`config.mk`:
```
export PLATFORM = sky130hd
export DESIGN_NAME = apb_master
export DESIGN_NICKNAME = d
export VERILOG_FILES = /design/src/rtl/apb_pkg.sv /design/src/rtl/apb_master.sv
export SDC_FILE = /design/constraint.sdc
export NUM_CORES = 1
export LEC_CHECK = 0
export CAP_MARGIN = 5
export CORE_MARGIN = 2
export CORE_UTILIZATION = 44
export CTS_CLUSTER_SIZE = 14
export DETAILED_ROUTE_END_ITERATION = 6
export PLACE_DENSITY_LB_ADDON = 0.12
export REMOVE_ABC_BUFFERS = 1
export SYNTH_ARGS = -nofsm -noshare
export SYNTH_HDL_FRONTEND = slang
export SYNTH_SLANG_ARGS = --single-unit
```
`constraint.sdc`:
```
create_clock -name CCLK -period 5.3 [get_ports CCLK]
set_clock_uncertainty 0.15 [all_clocks]
set_input_delay 1.06 -clock CCLK [delete_from_list [all_inputs] [get_ports CCLK]]
set_output_delay 1.06 -clock CCLK [all_outputs]
set_load 0.02 [all_outputs]
```
`src/rtl/apb_pkg.sv`:
```
// Shared types and helpers for the APB master: FSM states, CPU request
// codes and the request decoder.
package apb_pkg;

  typedef enum logic [2:0] {
    IDLE    = 3'd0,
    SETUP   = 3'd1,
    ACCESS  = 3'd2,
    DONE    = 3'd3,
    WAITLOW = 3'd4
  } state_t;

  localparam logic [7:0] WR0 = 8'h01;
  localparam logic [7:0] WR1 = 8'h02;
  localparam logic [7:0] RD0 = 8'h04;
  localparam logic [7:0] RD1 = 8'h05;

  typedef struct packed {
    logic legal;
    logic write;
    logic slot;
  } dec_t;

  // Map a CPU request code onto {legal, direction, target slot}.
  function automatic dec_t decode(input logic [7:0] code);
    dec_t d;
    d = '0;
    case (code)
      WR0: begin d.legal = 1'b1; d.write = 1'b1; d.slot = 1'b0; end
      WR1: begin d.legal = 1'b1; d.write = 1'b1; d.slot = 1'b1; end
      RD0: begin d.legal = 1'b1; d.write = 1'b0; d.slot = 1'b0; end
      RD1: begin d.legal = 1'b1; d.write = 1'b0; d.slot = 1'b1; end
      default: d = '0;
    endcase
    return d;
  endfunction

endpackage

```
`src/rtl/apb_master.sv`:
```
// APB3 master: turns one CPU request (rising edge of APBMASTERENABLE) into
// exactly one APB transfer, returns CPUPREADY/RDATA, and pulses INCPURESET
// on an illegal code, a slave error or an ACCESS timeout.
//
// CPU handshake: APBMASTERENABLE is a level request held by the CPU until it
// sees CPUPREADY. A transfer launches only on the rising edge of the request;
// CPUPREADY stays high until the request drops. After an error the master
// waits for the request to drop before it will accept another one.
module apb_master
  import apb_pkg::*;
#(
  parameter int PDATA_W = 32,
  parameter int NSLAVE  = 2,
  parameter int TIMEOUT = 255
) (
  input  logic               CCLK,
  input  logic               CPURESETN,
  input  logic               APBMASTERENABLE,
  input  logic [7:0]         CPUSEL,
  input  logic [7:0]         addr,
  input  logic [20:0]        data,
  output logic               CPUPREADY,
  output logic [PDATA_W-1:0] RDATA,
  output logic               INCPURESET,
  output logic [NSLAVE-1:0]  PSEL,
  output logic               PENABLE,
  output logic               PWRITE,
  output logic [7:0]         PADDR,
  output logic [PDATA_W-1:0] PWDATA,
  input  logic [PDATA_W-1:0] PRDATA,
  input  logic               PREADY,
  input  logic               PSLVERR,
  output logic [2:0]         state_o
);

  localparam int CNT_W = $clog2(TIMEOUT + 1);

  state_t     state_q;
  logic       en_q;
  logic [CNT_W-1:0] cnt_q;
  dec_t       dec;

  // Decode the request code combinationally; only used at launch.
  assign dec     = decode(CPUSEL);
  assign state_o = state_q;

  // Transfer FSM with registered APB/CPU outputs and the wait-state counter.
  always_ff @(posedge CCLK) begin
    if (!CPURESETN) begin
      state_q    <= IDLE;
      en_q       <= 1'b0;
      cnt_q      <= '0;
      CPUPREADY  <= 1'b0;
      RDATA      <= '0;
      INCPURESET <= 1'b0;
      PSEL       <= '0;
      PENABLE    <= 1'b0;
      PWRITE     <= 1'b0;
      PADDR      <= '0;
      PWDATA     <= '0;
    end else begin
      en_q       <= APBMASTERENABLE;
      INCPURESET <= 1'b0;
      case (state_q)
        IDLE: begin
          if (APBMASTERENABLE && !en_q) begin
            if (dec.legal) begin
              PADDR   <= addr;
              PWDATA  <= PDATA_W'(data);
              PWRITE  <= dec.write;
              PSEL    <= NSLAVE'(1) << dec.slot;
              cnt_q   <= '0;
              state_q <= SETUP;
            end else begin
              INCPURESET <= 1'b1;
              state_q    <= WAITLOW;
            end
          end
        end
        SETUP: begin
          PENABLE <= 1'b1;
          state_q <= ACCESS;
        end
        ACCESS: begin
          if (PREADY) begin
            PSEL    <= '0;
            PENABLE <= 1'b0;
            if (PSLVERR) begin
              INCPURESET <= 1'b1;
              state_q    <= WAITLOW;
            end else begin
              if (!PWRITE) RDATA <= PRDATA;
              CPUPREADY <= 1'b1;
              state_q   <= DONE;
            end
          end else if (cnt_q == CNT_W'(TIMEOUT - 1)) begin
            // This is the TIMEOUT-th wait cycle: abandon the transfer.
            PSEL       <= '0;
            PENABLE    <= 1'b0;
            INCPURESET <= 1'b1;
            state_q    <= WAITLOW;
          end else begin
            cnt_q <= cnt_q + CNT_W'(1);
          end
        end
        DONE: begin
          if (!APBMASTERENABLE) begin
            CPUPREADY <= 1'b0;
            state_q   <= IDLE;
          end
        end
        WAITLOW: begin
          if (!APBMASTERENABLE) state_q <= IDLE;
        end
        default: state_q <= IDLE;
      endcase
    end
  end

endmodule

```
==> impl_metrics.ini <==
[critical_path]
rr_worst_depth = 4
r2r_start = state_o[1]
crit_family = buffers and inverters
r2r_slack_ns = 2.90
critPathCaptureType = register
crit_chain = clkdlybuf4s50_1 -> inv_2 -> or3_1 -> or4_1 -> nand3_1
slowest_delay_ns = 0.75
crit_type = in2reg
cp.buffers_inverters = 2
crit_fanout = 69
cp_slowest_cell = clkdlybuf4s50_1
worstPathRequired_ns = 5.43
worstPathArrival_ns = 3.35
r2r-end = RDATA[15]
startpoint_type = input pin

[timing]
final.period_utilization = 0.606
fin_ws_ns = 2.09
clock.fmax_ghz = 0.311
tightest_slew_ns = 1.18
setup_tns_ns = 0
fin_crit_ns = 3.21
drv_slew = 0
maxSlewHeadroom = 0.208
rsz0062_at_grt = no
finalHoldViolCount = 0
setup_viol = 0

[synth]
yosys-top-cells-area = dfxtp_1, nand2_1, a21oi_1
avgSynthCellArea_um2 = 8.08
syn_inst = 401
synth-seq-cells = 79
synth_top_area_share = 0.488
synth_commonest_cells = nand2_1, dfxtp_1, a21oi_1
synth_top_area_cell = dfxtp_1
synthDistinctLibCells = 48
synth.cell_area_mm2 = 0.00324
synth_edf_count = 0
synth_ff_type = dfxtp_1
synth_warnings = 0
synth_most_common_cell = nand2_1
ys_seq_area_frac = 0.488
synth_async_sr_flop_share = 0

[placement]
place_ws_ns = 1.72
dp.final_hpwl_um = 5580
placedInstanceArea_mm2 = 0.00467
gp_congestion = 0.921
placedCellCount = 619
place.port_buffers = 143

[detailed_routing]
vias = 3164
postRouteAntennaNets = 0
wl_per_cell_um = 12.8
viasPerCell = 4.98
totalWireLength_um = 8150
drc = 0
drt_first_pass_iters = 4
drtIter0Drc = 134

[die]
die_height_um = 89.8
start_util = 0.451
io_pins = 155
row_count = 31
die_width_um = 89.8
core_mm2 = 0.00718
die_area_mm2 = 0.00806

[global_routing]
grt_pass1_wl_um = 13500
grt_overflow = 0
grt_max_degree = 70
antenna_found_initial = 0
grt_use_total = 0.201
first_global_vias = 2976

[clocking]
cts_resized = 0
clockRootBuffer = clkbuf_8
cts_buffer_depth = 2
tritoncts.num_buffers = 9
cts_sinks = 79
hold_buffers = 0
tritoncts = yes
clk-insertion-delay-late_ns = 0.35
clkTransAtPathRegs_ns = 0.07
postCtsSetupRepairBufs = 0
cts_max_level = 3

[worst_hold_path]
worstHoldStart = PWDATA[3]
worstHoldEndpoint = PWDATA[3]
whs_path_depth = 2
hold_path_class = reg2reg

[flow_run]
drv_cap = 0

[cells_and_area]
stdcell_count = 635
design_area_mm2 = 0.00491
antenna_cells = 0
area_growth_pct = 51.7
drive_above_1_share = 0.0485
nets = 607

[outcome]
status = completed

[pwr]
powerDensity_mw_per_mm2 = 252
ir_drop_mv = 0.133
p_leak_nw = 1.64
finalPower_mw = 1.24
## cell usage in the layout (no fill, tap or decap), types with 4 or more instances in the layout
| cell | instances |
|---|---|
| clkdlybuf4s50_1 | 143 |
| nand2_1 | 131 |
| dfxtp_1 | 79 |
| a21oi_1 | 66 |
| conb_1 | 11 |
| clkbuf_8 | 10 |
| nand3_1 | 9 |
| nor2_1 | 8 |
| o21ai_0 | 6 |
| and3_1 | 4 |
| nor3_1 | 4 |
## stage by stage
stage | util | hold WS (ns)
floorplan | - | 0.329
global placement | 0.651 | 0.287
detailed placement | 0.651 | 0.295
CTS | 0.685 | 0.304
global route | 0.685 | 0.322
finish | 0.685 | 0.301
## state kept, by name, summed over array words and instances, names as in the netlist
register	flops
PWDATA	21
INCPURESET	1
RDATA	32
PADDR	8
state_o	3
PWRITE	1
PSEL	2
PENABLE	1
cnt_q	8
CPUPREADY	1
en_q	1
## kinds of logic after synthesis
family | Yosys count | synth area share
AND/OR/NAND/NOR | 179 | 0.253
flip-flops | 79 | 0.488
other | 1 | 0.00116
buffers and inverters | 39 | 0.0603
XOR/XNOR | 2 | 0.00541
AO/OA/AOI/OAI | 99 | 0.184
adder cells (fa/ha/maj) | 2 | 0.00772
## layout make-up
type                    count  area (µm²)
inverters                   4        15.0
clock inverters             5         105
flip-flops and latches     79        1580
clock buffers              11         141
multi-input cells         293        1510
well taps                  99         124
repair buffers            144        1440
fillers                   607        2260
## tightest hold or removal path, cell delays in order (launching register included)
cell and delay (ns):
dfxtp_1 0.31, nand2_1 0.05, a21oi_1 0.05
## layer usage
metal	global-route usage	wire length, µm	part of all wire	vias up
li1	-	-	-	1601
met1	0.251	3700	0.45	1435
met2	0.328	3760	0.46	114
met3	0.0469	528	0.065	14
met4	0.0962	166	0.020	0
met5	0	0	0	-
## worst max path at each step
stage	start	endpoint	cells past startpoint
after CTS	CPUSEL[1]	cnt_q[4]	5
after detailed placement	CPUSEL[1]	cnt_q[4]	5
after floorplan	CPURESETN	cnt_q[7]	4
after global routing	CPUSEL[0]	cnt_q[4]	5
after global placement	CPURESETN	cnt_q[7]	5
final	CPURESETN	cnt_q[7]	5
## report_power, final
part	internal (mW)	leakage, nW	switching, mW
clock network	0.326	0.116	0.215
registers	0.595	0.637	0.00362
logic	0.0588	0.888	0.0409
No activity file was read; power rests on OpenSTA's default activity.
